## src/rtl/cpi_pkg.sv

```systemverilog
// Shared CPI request-layer types: connection state, request beat and parity helper.
package cpi_pkg;

    localparam int CPI_REQ_HDR_W = 129;
    localparam int CPI_PID_W     = 4;

    typedef enum logic [1:0] {
        CONN_DISCON        = 2'd0,
        CONN_CONNECTING    = 2'd1,
        CONN_CONNECTED     = 2'd2,
        CONN_DISCONNECTING = 2'd3
    } cpi_conn_state_e;

    typedef struct packed {
        logic [CPI_PID_W-1:0]     protocol_id;
        logic [CPI_REQ_HDR_W-1:0] header;
    } cpi_req_t;

    function automatic logic cpi_req_parity(input cpi_req_t req);
        return ^req;
    endfunction

endpackage

```

## src/rtl/cpi_sync_fifo.sv

```systemverilog
// Single-clock FIFO with power-of-two depth; pointers wrap naturally, count has one extra bit.
module cpi_sync_fifo
    import cpi_pkg::*;
#(
    parameter int  DEPTH = 8,
    parameter type T     = cpi_req_t
) (
    input  logic                   clk,
    input  logic                   rst_n,
    input  logic                   push,
    input  T                       wdata,
    input  logic                   pop,
    output T                       rdata,
    output logic [$clog2(DEPTH):0] count
);

    localparam int AW = $clog2(DEPTH);

    T               mem_q [DEPTH];
    logic [AW-1:0]  wptr_q, wptr_d;
    logic [AW-1:0]  rptr_q, rptr_d;
    logic [AW:0]    count_q, count_d;

    // Next pointer and occupancy values.
    always_comb begin
        wptr_d  = wptr_q;
        rptr_d  = rptr_q;
        count_d = count_q;
        if (push) begin
            wptr_d = wptr_q + AW'(1);
        end else begin
            wptr_d = wptr_q;
        end
        if (pop) begin
            rptr_d = rptr_q + AW'(1);
        end else begin
            rptr_d = rptr_q;
        end
        case ({push, pop})
            2'b10:   count_d = count_q + (AW+1)'(1);
            2'b01:   count_d = count_q - (AW+1)'(1);
            default: count_d = count_q;
        endcase
    end

    // Pointer and occupancy registers.
    always_ff @(posedge clk or negedge rst_n) begin
        if (!rst_n) begin
            wptr_q  <= AW'(0);
            rptr_q  <= AW'(0);
            count_q <= (AW+1)'(0);
        end else begin
            wptr_q  <= wptr_d;
            rptr_q  <= rptr_d;
            count_q <= count_d;
        end
    end

    // Storage write port; contents need no reset since count gates every read.
    always_ff @(posedge clk) begin
        if (push) begin
            mem_q[wptr_q] <= wdata;
        end
    end

    assign rdata = mem_q[rptr_q];
    assign count = count_q;

endmodule

```

## src/rtl/cpi_a2f_req_tx.sv

```systemverilog
// Agent-side CPI request transmitter: connect FSM, request FIFO and credit-metered issue.
// Optional CPI_REQ_PARITY_EN adds a registered a2f_req_parity output.
module cpi_a2f_req_tx
    import cpi_pkg::*;
#(
    parameter int DEPTH   = 8,
    parameter int CREDITS = 4
) (
    input  logic                       fm_clk,
    input  logic                       fm_rst,
    input  logic                       link_up_req,
    input  logic                       link_down_req,
    output logic                       a2f_txcon_req,
    input  logic                       a2f_rxcon_ack,
    input  logic                       a2f_rxdiscon_nack,
    input  logic                       req_push_valid,
    output logic                       req_push_ready,
    input  logic [CPI_PID_W-1:0]       req_push_protocol_id,
    input  logic [CPI_REQ_HDR_W-1:0]   req_push_header,
    output logic                       a2f_req_is_valid,
    output logic [CPI_PID_W-1:0]       a2f_req_protocol_id,
    output logic [CPI_REQ_HDR_W-1:0]   a2f_req_header,
    input  logic                       f2a_req_crd_rtn,
    output logic [1:0]                 conn_state,
    output logic [$clog2(DEPTH):0]     fifo_count,
    output logic                       err_crd_overflow
`ifdef CPI_REQ_PARITY_EN
    ,
    output logic                       a2f_req_parity
`endif
);

    localparam int              CW      = $clog2(DEPTH) + 1;
    localparam int              KW      = $clog2(CREDITS + 1);
    localparam logic [KW-1:0]   CRD_MAX = KW'(CREDITS);

    cpi_conn_state_e state_q, state_d;
    logic            txcon_q, txcon_d;
    logic [KW-1:0]   crd_q, crd_d;
    logic            err_q, err_d;
    logic            vld_q, vld_d;
    cpi_req_t        beat_q, beat_d;
    cpi_req_t        push_req_s, head_s;
    logic [CW-1:0]   count_s;
    logic            push_s, issue_s, load_s, clear_s;

    cpi_sync_fifo #(
        .DEPTH (DEPTH),
        .T     (cpi_req_t)
    ) u_fifo (
        .clk   (fm_clk),
        .rst_n (fm_rst),
        .push  (push_s),
        .wdata (push_req_s),
        .pop   (issue_s),
        .rdata (head_s),
        .count (count_s)
    );

    // Handshake FSM, issue decision and credit accounting.
    always_comb begin
        push_req_s = '{protocol_id: req_push_protocol_id, header: req_push_header};
        push_s     = req_push_valid && req_push_ready;
        issue_s    = (state_q == CONN_CONNECTED) && (count_s != CW'(0)) && (crd_q != KW'(0));
        state_d    = state_q;
        load_s     = 1'b0;
        clear_s    = 1'b0;

        case (state_q)
            CONN_DISCON: begin
                if (link_up_req) state_d = CONN_CONNECTING;
                else             state_d = CONN_DISCON;
            end
            CONN_CONNECTING: begin
                if (a2f_rxcon_ack) begin
                    state_d = CONN_CONNECTED;
                    load_s  = 1'b1;
                end else if (!link_up_req) begin
                    state_d = CONN_DISCON;
                end else begin
                    state_d = CONN_CONNECTING;
                end
            end
            CONN_CONNECTED: begin
                if (link_down_req) state_d = CONN_DISCONNECTING;
                else               state_d = CONN_CONNECTED;
            end
            CONN_DISCONNECTING: begin
                // Nack wins over a simultaneous ack drop.
                if (a2f_rxdiscon_nack) begin
                    state_d = CONN_CONNECTED;
                end else if (!a2f_rxcon_ack) begin
                    state_d = CONN_DISCON;
                    clear_s = 1'b1;
                end else begin
                    state_d = CONN_DISCONNECTING;
                end
            end
            default: state_d = CONN_DISCON;
        endcase

        txcon_d = (state_d == CONN_CONNECTING) || (state_d == CONN_CONNECTED);
        err_d   = err_q | (f2a_req_crd_rtn && !issue_s && (crd_q == CRD_MAX));

        crd_d = crd_q;
        if (load_s) begin
            crd_d = CRD_MAX;
        end else if (clear_s) begin
            crd_d = KW'(0);
        end else if (issue_s && !f2a_req_crd_rtn) begin
            crd_d = crd_q - KW'(1);
        end else if (!issue_s && f2a_req_crd_rtn && (crd_q != CRD_MAX)) begin
            crd_d = crd_q + KW'(1);
        end else begin
            crd_d = crd_q;
        end

        vld_d = issue_s;
        if (issue_s) beat_d = head_s;
        else         beat_d = beat_q;
    end

    // State, credit, error and output-beat registers.
    always_ff @(posedge fm_clk or negedge fm_rst) begin
        if (!fm_rst) begin
            state_q <= CONN_DISCON;
            txcon_q <= 1'b0;
            crd_q   <= KW'(0);
            err_q   <= 1'b0;
            vld_q   <= 1'b0;
            beat_q  <= '0;
        end else begin
            state_q <= state_d;
            txcon_q <= txcon_d;
            crd_q   <= crd_d;
            err_q   <= err_d;
            vld_q   <= vld_d;
            beat_q  <= beat_d;
        end
    end

    assign req_push_ready      = (count_s < CW'(DEPTH));
    assign a2f_txcon_req       = txcon_q;
    assign a2f_req_is_valid    = vld_q;
    assign a2f_req_protocol_id = beat_q.protocol_id;
    assign a2f_req_header      = beat_q.header;
    assign conn_state          = state_q;
    assign fifo_count          = count_s;
    assign err_crd_overflow    = err_q;

`ifdef CPI_REQ_PARITY_EN
    logic parity_q, parity_d;

    // Parity travels with the beat and holds with it when idle.
    always_comb begin
        if (issue_s) parity_d = cpi_req_parity(head_s);
        else         parity_d = parity_q;
    end

    // Parity register.
    always_ff @(posedge fm_clk or negedge fm_rst) begin
        if (!fm_rst) parity_q <= 1'b0;
        else         parity_q <= parity_d;
    end

    assign a2f_req_parity = parity_q;
`endif

endmodule

```

## config.mk

```make
export PLATFORM = sky130hd
export DESIGN_NAME = cpi_a2f_req_tx
export DESIGN_NICKNAME = d
export VERILOG_FILES = /design/src/rtl/cpi_pkg.sv /design/src/rtl/cpi_sync_fifo.sv /design/src/rtl/cpi_a2f_req_tx.sv
export SDC_FILE = /design/constraint.sdc
export NUM_CORES = 1
export LEC_CHECK = 0
export ABC_AREA = 1
export BUFFER_PORTS_ARGS = -buffer_cell sky130_fd_sc_hd__buf_2
export CAP_MARGIN = 30
export CORE_UTILIZATION = 40
export CTS_CLUSTER_DIAMETER = 150
export DETAILED_ROUTE_END_ITERATION = 10
export PLACE_DENSITY = 0.52
export SLEW_MARGIN = 5
export SYNTH_ARGS = -nofsm -noshare
export SYNTH_HDL_FRONTEND = slang
export SYNTH_HIERARCHICAL = 1
export SYNTH_SLANG_ARGS = --single-unit
export TNS_END_PERCENT = 5
```

## constraint.sdc

```tcl
create_clock -name fm_clk -period 9.08 [get_ports fm_clk]
set_clock_uncertainty 0.05 [all_clocks]
set_input_delay 0 -clock fm_clk [delete_from_list [all_inputs] [get_ports fm_clk]]
set_output_delay 0 -clock fm_clk [all_outputs]
set_load 0.02 [all_outputs]
```

Yosys cells after proc, flatten, opt, wreduce, memory -nomap -nowiden
Memory sizes are Yosys's and may differ from the RTL's. A register that Yosys moved wholly into a read port is not among the register bits.
Index checks and enable logic that the tools add are counted.
- $add $sub $neg: 6
- $lt $le $gt $ge: 1
- equal/unequal tests: 9
- multiplexer cells: 18
- bitwise operators: 1
- reductions and logical operators: 16
- operators by type and width (cell ; number):
    $mux W3 ; 4
    $add A3 B1 Y3 const B ; 3
    $mux W1 ; 9
    $eq A2 B2 Y1 const B ; 4
    $pmux W2 S4 ; 1
    $pmux W4 S2 ; 1
    $reduce_bool A4 Y1 ; 2
    $logic_and A1 B1 Y1 ; 7
    $eq A2 B1 Y1 const B ; 3
    $mux W2 ; 3
    $add A4 B1 Y4 const B ; 1
    $lt A4 B4 Y1 const B ; 1
    $sub A4 B1 Y4 const B ; 1
    $eq A3 B3 Y1 const B ; 1
    $logic_not A1 Y1 ; 3
    $ne A3 B3 Y1 const B ; 1
    $reduce_bool A3 Y1 ; 1
    $sub A3 B1 Y3 const B ; 1
    $logic_not A2 Y1 ; 1
    $reduce_bool A2 Y1 ; 1
    $logic_or A1 B1 Y1 ; 1
    $or A1 B1 Y1 ; 1
- register bits after elaboration: 18
- bits in writable memories: 1064
- bits of input ports: 141
- output and inout bits: 143
- word-level logic and storage cells: 60
- memories: 1
- memory list (name ; depth ; bits a word ; read ports ; clocked after Yosys merged registers in ; wr ports ; line ; text):
    u_fifo.mem_q ; 8 ; 133 ; 1 ; 1 ; 1 ; cpi_sync_fifo.sv:19 ; T mem_q [DEPTH];

Logic depth before layout (Yosys ltp)
Gate-level depths: netlist of run 1.
- word-level depth: 10
- depth in mapped cells: 15

By module
Netlist of run 1, hierarchy kept.
- by module, submodules not included (module ; times used ; cells an instance ; area each (um2) ; sequential area each (um2)):
    cpi_sync_fifo ; 1 ; 3074 ; 41482.3 ; 32200.9
    cpi_a2f_req_tx ; 1 ; 625 ; 5491.5 ; 3528.4

Worst setup path before layout of run 1
OpenSTA, ideal clock, no wires.
- path kind: reg2reg
- start: reg u_fifo.count_q[3], in the netlist u_fifo/count[3]
- end: mem u_fifo/mem_q[0][0] (netlist name) (enable)
- library setup time: 0.627 ns
- arrival: 6.700 ns
- data required time: 8.403 ns
- setup slack: 1.703 ns
- stages on the path, launching flop included: 5
- clock period less this slack: 7.377 ns
- path through: dfrtp_1 nor2_1 inv_1 or2_2 nor2_1
- cells in the longest elaborated chain, start to end: 4
- ends and longest elaborated chain (what ; line ; text):
    from (decl) ; cpi_sync_fifo.sv:22 ; logic [AW:0] count_q, count_d;
    from (signal assigned) ; cpi_sync_fifo.sv:51 ; count_q <= (AW+1)'(0);
    from (signal assigned) ; cpi_sync_fifo.sv:55 ; count_q <= count_d;
    $lt A4 B4 Y1 ; cpi_a2f_req_tx.sv:142 ; assign req_push_ready = (count_s < CW'(DEPTH));
    $logic_and A1 B1 Y1 ; cpi_a2f_req_tx.sv:63 ; push_s = req_push_valid && req_push_ready;
    net push_s ; cpi_a2f_req_tx.sv:45 ; logic push_s, issue_s, load_s, clear_s;
    $mux W1 ; cpi_sync_fifo.sv:61 ; if (push) begin
    $mux W1 (implied by the code) ; cpi_sync_fifo.sv:62 ; mem_q[wptr_q] <= wdata;
    to (decl) ; cpi_sync_fifo.sv:19 ;
The timed path passes the listed nets, and every way through them passes these cells.

Worst setup path in the final report of run 1
- start: reg u_fifo.count_q[3], in the netlist u_fifo/count[3]
- end: mem u_fifo/mem_q[2][16] (netlist name) (enable)
Same word-level chain as after synthesis.

==> impl_metrics.env, run 1 <==
export IMPL_status="completed"
export IMPL_cp_required_ns=9.37
export IMPL_power_share_clock_pct=27.0
export IMPL_synth_top_cell_area_share_pct=68.02
export IMPL_htreeDepth=4
export IMPL_grt_ovfl_total=0
export IMPL_grt_pass1_wl_um=184700
export IMPL_cts_buffers=132
export IMPL_dp_hpwl_um=59640
export IMPL_p_int_mw=11.85
export IMPL_syn_avg_cell_area_um2=12.70
export IMPL_cts_root_buffer="clkbuf_16"
export IMPL_dp_cells=5321
export IMPL_period_share_pct=42.50
export IMPL_min_period_ns=3.859
export IMPL_max_stage_delay_ns=0.80
export IMPL_crit_top_cell="buf_4"
export IMPL_pin_count=284
export IMPL_cts_tree="done"
export IMPL_postRouteWirelength_um=123600
export IMPL_worstPathCellList="nor2_1, inv_1, or2_2, nor2_4, buf_4, buf_4"
export IMPL_ys_warn_count=6
export IMPL_vias=29999
export IMPL_path_class="reg -> reg"
export IMPL_p_sw_share_pct=37.63
export IMPL_antenna_found_initial=10
export IMPL_track_usage_pct=20.76
export IMPL_finalHoldViolations=0
export IMPL_ys_seq_area_share_pct=76.06
export IMPL_die_h_um=344.7
export IMPL_vdd_ir_drop_max_uv=328.7
export IMPL_power_mw=19.00
export IMPL_synth_area_top_cells="edfxtp_1 (68%), dfrtp_1 (8.0%), nand2_1 (6.7%)"
export IMPL_syn2layout_area_growth_pct=18.83
export IMPL_crit_path_start_kind="register"
export IMPL_clk_latency_ns=0.75
export IMPL_dieArea_um2=118800
export IMPL_nets=4279
export IMPL_fillers=10445
export IMPL_max_cap_viol_count=0
export IMPL_fmax_ghz=0.2591
export IMPL_synth_seq_cells=1215
export IMPL_cellPowerDensity_nw_per_um2=340.4
export IMPL_setup_viol=0
export IMPL_ctsResizeCount=0
export IMPL_cts_max_path_buffers=3
export IMPL_drcViolationCount=0
export IMPL_whs_ns=0.04094
export IMPL_syn_inst=3699
export IMPL_endpoint_kind="register"
export IMPL_place_congestion=0.7317
export IMPL_p_leak_nw=20.47
export IMPL_regArea_um2=35740
export IMPL_grt_pass1_vias=29265
export IMPL_ant_nets=0
export IMPL_wire_per_inst_um=21.42
export IMPL_p_switching_mw=7.151
export IMPL_multi_input_area_um2=9897
export IMPL_slowest_stage="buf_4"
export IMPL_routed_via_density=5.201
export IMPL_netlist_area_um2=46970
export IMPL_worst_slew_pin_slew_ns=1.258
export IMPL_cts_sinks=1215
export IMPL_drt_iter0_drc=2169
export IMPL_slew_viol_final=0
export IMPL_port_buffer_count=283
export IMPL_die_w_um=344.7
export IMPL_yosys_area_top_type="edfxtp_1"
export IMPL_cp_max_fo=45
export IMPL_row_count=125
export IMPL_critPathArrivalTime_ns=4.15
export IMPL_core_um2=116400
export IMPL_cts_setup_buffers=0
export IMPL_seqPwrFrac_pct=39.5
export IMPL_drive_gt1_share_pct=12.69
export IMPL_start_util_pct=40.37
export IMPL_synth_cell_type_count=29
export IMPL_grt_start_max_net_pins=243
export IMPL_final_util_pct=47.97
export IMPL_rsz0062_at_grt="false"
export IMPL_synth_fp_nets=3846
export IMPL_drt_pre_antenna_iters=5
export IMPL_holdBufCountCts=199
export IMPL_clk_pin_slew_ns=0.06
export IMPL_fin_cells=5768
export IMPL_combPwrFrac_pct=33.4
export IMPL_hold_path_class="in -> reg"
export IMPL_setup_tns_ns=0
export IMPL_relSlewSlack_pct=16.14
==> stage by stage <==
stage / worst slack, ns / cell area (um2)
2_1_floorplan: 1.703 / 46970
3_3_place_gp: 5.160 / 49480
3_5_place_dp: 5.150 / 49590
4_1_cts: 5.100 / 55760
5_1_grt: 5.052 / 55810
6_report: 5.221 / 55820
==> synth_stat cells, drive strengths merged <==
cell,n
nand3,9
clkbuf,64
o22ai,267
ha,5
a21oi,8
nor3,1
nand4,2
nor3b,1
nand2,837
o21ai,535
o21bai,1
edfxtp,1064
xnor2,3
buf,169
inv,26
nor2,550
xor2,4
dfrtp,151
fa,1
or2,1
==> flip-flops by register name, summed over array words and instances (netlist names) <==
name and cells:
conn_state 2, a2f_req_header 129, err_crd_overflow 1, u_fifo/rptr_q 3
a2f_req_protocol_id 4, a2f_req_is_valid 1, u_fifo/count 4, u_fifo/wptr_q 3
u_fifo/mem_q 1064, a2f_txcon_req 1, crd_q 3
==> cell usage in the layout, fill, tap and decap left out, types with 4 or more instances in the layout <==
cell	count
a21oi_1	8
buf_12	5
buf_16	6
buf_2	282
buf_4	40
bufinv_16	4
clkbuf_1	40
clkbuf_16	135
clkbuf_8	15
clkinv_1	17
clkinv_2	20
clkinv_8	6
dfrtp_1	148
diode_2	5
dlygate4sd3_1	198
edfxtp_1	1064
ha_1	5
inv_1	20
inv_6	5
nand2_1	837
nand3_1	8
nor2_1	541
nor2_4	8
o21ai_0	233
o21ai_1	302
o22ai_1	267
xor2_1	4
==> final cells by class <==
cell class,instances,share of cell area (%)
Inverter,26,0.2354
Clock inverter,52,0.7801
Tap cell,1524,3.416
Sequential cell,1215,64.03
Timing Repair Buffer,532,7.117
Clock buffer,189,6.667
Antenna cell,5,0.02242
Multi-Input combinational cell,2225,17.73
==> final timing paths <==
path	end	slack, ns	cells after the start	startpoint
max	u_fifo/mem_q[2][16]	5.22	6	u_fifo/count[3]
min	u_fifo/mem_q[2][61]	0.04	2	req_push_header[61]
max reg2reg	u_fifo/mem_q[2][16]	5.22	6	u_fifo/count[3]
min reg2reg	a2f_req_header[20]	0.42	2	a2f_req_header[20]
max in group asynchronous	u_fifo/rptr_q[0]	7.57	4	fm_rst
min in group asynchronous	a2f_req_header[73]	0.44	4	fm_rst
==> power groups by stage <==
stage	combinational [mW]	clock [mW]	sequential [mW]
floorplan	4.11	0	7.88
global placement	6.25	0	7.62
detailed placement	6.33	0	7.63
CTS	6.43	5.26	7.52
global route	7.12	5.46	7.60
finish	6.35	5.13	7.51
==> worst max-delay path, delay by kind of cell (launching register included) <==
family / cells / cell delay (ns)
buf+inv: 3 / 1.53
simple gates: 3 / 1.36
flops: 1 / 0.44
==> kinds of logic (layout without fill, tap and decap cells) <==
family | after synthesis | in the layout | share of synthesized area, %
XOR/XNOR | 7 | 7 | 0.1305
flip-flops | 1215 | 1215 | 76.06
buffers and inverters | 259 | 799 | 3.013
AND/OR/NAND/NOR | 1401 | 1401 | 11.26
adder cells (fa/ha/maj) | 6 | 6 | 0.1758
other | 0 | 5 | 0
AO/OA/AOI/OAI | 811 | 811 | 9.357
==> per-layer routing <==
metal	GRT usage (%)	vias up	routed length, um
li1	-	14102	-
met1	27.33	14992	53680
met2	35.28	714	60980
met3	3.639	175	6381
met4	5.743	16	2433
met5	0	-	89
No activity file was read; power rests on OpenSTA's default activity.
==> run 2, diff against run 1 <==
--- a/config.mk
+++ b/config.mk
@@ -11,7 +11,7 @@
 export CORE_UTILIZATION = 40
 export CTS_CLUSTER_DIAMETER = 150
 export DETAILED_ROUTE_END_ITERATION = 10
-export PLACE_DENSITY = 0.52
+export PLACE_DENSITY = 0.54
 export SLEW_MARGIN = 5
 export SYNTH_ARGS = -nofsm -noshare
 export SYNTH_HDL_FRONTEND = slang
==> constraint.sdc (replaced) <==
create_clock -name fm_clk -period 3.2 [get_ports fm_clk]
set_clock_uncertainty 0.05 [all_clocks]
set_input_delay 0 -clock fm_clk [delete_from_list [all_inputs] [get_ports fm_clk]]
set_output_delay 0 -clock fm_clk [all_outputs]
set_load 0.02 [all_outputs]
==> impl_metrics.env, run 2 (synthesis results as in run 1) <==
export IMPL_finalHoldViolations=0
export IMPL_cts_max_path_buffers=3
export IMPL_crit_path_start_kind="register"
export IMPL_cts_tree="done"
export IMPL_clk_latency_ns=0.74
export IMPL_fmax_ghz=0.4118
export IMPL_htreeDepth=4
export IMPL_layout_commonest_cell="edfxtp_1"
export IMPL_critPathArrivalTime_ns=3.04
export IMPL_power_share_clock_pct=27.9
export IMPL_drcViolationCount=0
export IMPL_preCtsSetupSlack_ns=0.7575
export IMPL_vdd_ir_drop_max_uv=954.1
export IMPL_track_usage_pct=20.19
export IMPL_grt_pass1_wl_um=181300
export IMPL_cts_setup_buffers=0
export IMPL_slew_viol_final=0
export IMPL_layout_common_cells="edfxtp_1 (1,064), nand2_1 (837), nor2_1 (540)"
export IMPL_die_w_um=344.7
export IMPL_drive_gt1_share_pct=13.26
export IMPL_rrSetupSlack_ns=0.77
export IMPL_drt_iter0_drc=2060
export IMPL_drt_pre_antenna_iters=7
export IMPL_dp_cells=5341
export IMPL_dieArea_um2=118800
export IMPL_cellPowerDensity_nw_per_um2=971.9
export IMPL_cts_buffers=133
export IMPL_worstPathCellList="buf_12, o21ai_0, o22ai_1, nand2_1, nand2_1, nand2_1, nand2_1"
export IMPL_endpoint_kind="register"
export IMPL_postRouteWirelength_um=120100
export IMPL_die_h_um=344.7
export IMPL_grt_ovfl_total=0
export IMPL_p_leak_nw=20.75
export IMPL_row_count=125
export IMPL_slowest_stage="dfrtp_4"
export IMPL_max_cap_viol_count=0
export IMPL_cp_required_ns=3.81
export IMPL_start_util_pct=40.37
export IMPL_setup_viol=0
export IMPL_max_stage_delay_ns=0.54
export IMPL_regArea_um2=35740
export IMPL_largest_reg_flops=1064
export IMPL_hp_start="req_push_header[3]"
export IMPL_multi_input_area_um2=9907
export IMPL_worst_slew_pin_slew_ns=1.302
export IMPL_syn2layout_area_growth_pct=20.44
export IMPL_p_switching_mw=20.45
export IMPL_final_util_pct=48.62
export IMPL_p_sw_share_pct=37.20
export IMPL_min_period_ns=2.429
export IMPL_seqPwrFrac_pct=38.0
export IMPL_cp_max_fo=204
export IMPL_ant_nets=0
export IMPL_clk_pin_slew_ns=0.06
export IMPL_core_um2=116400
export IMPL_pin_count=284
export IMPL_p_int_mw=34.53
export IMPL_largest_register="u_fifo/mem_q"
export IMPL_grt_start_max_net_pins=205
export IMPL_port_buffer_count=283
export IMPL_cts_root_buffer="clkbuf_16"
export IMPL_fillers=10390
export IMPL_fin_ws_ns=0.7714
export IMPL_rsz0062_at_grt="false"
export IMPL_setup_tns_ns=0
export IMPL_hold_path_class="in -> reg"
export IMPL_path_class="reg -> reg"
export IMPL_status="completed"
export IMPL_wire_per_inst_um=20.75
export IMPL_grt_pass1_vias=29454
export IMPL_place_congestion=0.7292
export IMPL_r2r_start="u_fifo/rptr_q[0]"
export IMPL_dp_hpwl_um=59760
export IMPL_fin_cells=5788
export IMPL_vias=29942
export IMPL_combPwrFrac_pct=34.1
export IMPL_cts_sinks=1215
export IMPL_crit_top_cell="nand2_1"
export IMPL_routed_via_density=5.173
export IMPL_relSlewSlack_pct=13.21
export IMPL_cp_startpoint="u_fifo/rptr_q[0]"
export IMPL_antenna_found_initial=11
export IMPL_nets=4299
export IMPL_period_share_pct=75.89
[run 2: power by group through the flow]
| stage | combinational (mW) | clock (mW) | sequential [mW] |
|---|---|---|---|
| floorplan | 11.7 | 0 | 22.1 |
| global placement | 18.6 | 0 | 21.2 |
| detailed placement | 18.8 | 0 | 21.2 |
| CTS | 19.1 | 15.7 | 20.9 |
| global route | 21.0 | 16.3 | 21.1 |
| finish | 18.8 | 15.3 | 20.9 |
[run 2: path summary, 6_finish.rpt]
| check | cells after the start | to |
|---|---|---|
| setup / recovery | 7 | a2f_req_header[47] |
| setup reg to reg | 7 | a2f_req_header[47] |
| min in group asynchronous | 4 | a2f_req_header[122] |
| max in group asynchronous | 4 | a2f_req_header[9] |
| hold / removal | 2 | u_fifo/mem_q[0][3] |
| hold reg to reg | 2 | a2f_req_header[52] |
[run 2: critical path: cells and delay by family (launching register included)]
family	cells	cell delay, ns
compound gates	2	0.47
buf+inv	1	0.46
flops	1	0.54
simple gates	4	0.34
[run 2: per-layer routing]
metal / vias to the layer above / share of wire [%] / global-route usage (%)
li1: 14148 / - / -
met1: 14952 / 45 / 27.31
met2: 641 / 48 / 33.32
met3: 183 / 4.5 / 3.276
met4: 18 / 2.4 / 6.407
met5: - / 0.081 / 0
[run 2: layout make-up]
type	count	area share (%)
flip-flops and latches	1215	63.18
multi-input cells	2225	17.51
repair buffers	551	7.920
clock buffers	181	6.378
well taps	1524	3.371
clock inverters	63	1.396
inverters	26	0.2322
diodes	3	0.01327
[run 2: stage by stage]
| step | total power [mW] | hold WS, ns | area, um2 |
|---|---|---|---|
| after global routing | 58.33 | 0.02170 | 56570 |
| after detailed placement | 39.97 | 0.09135 | 50150 |
| final | 54.99 | 0.03949 | 56570 |
| after floorplan | 33.83 | -0.3456 | 47050 |
| after global placement | 39.83 | 0.09338 | 50150 |
| after CTS | 55.66 | 0.00005296 | 56570 |
[run 2: repair_timing]
item                                   4_1_cts  5_1_grt
hold buffers                               200        0
endpoints found under the hold margin     1228        0
gates resized for setup                      0        0
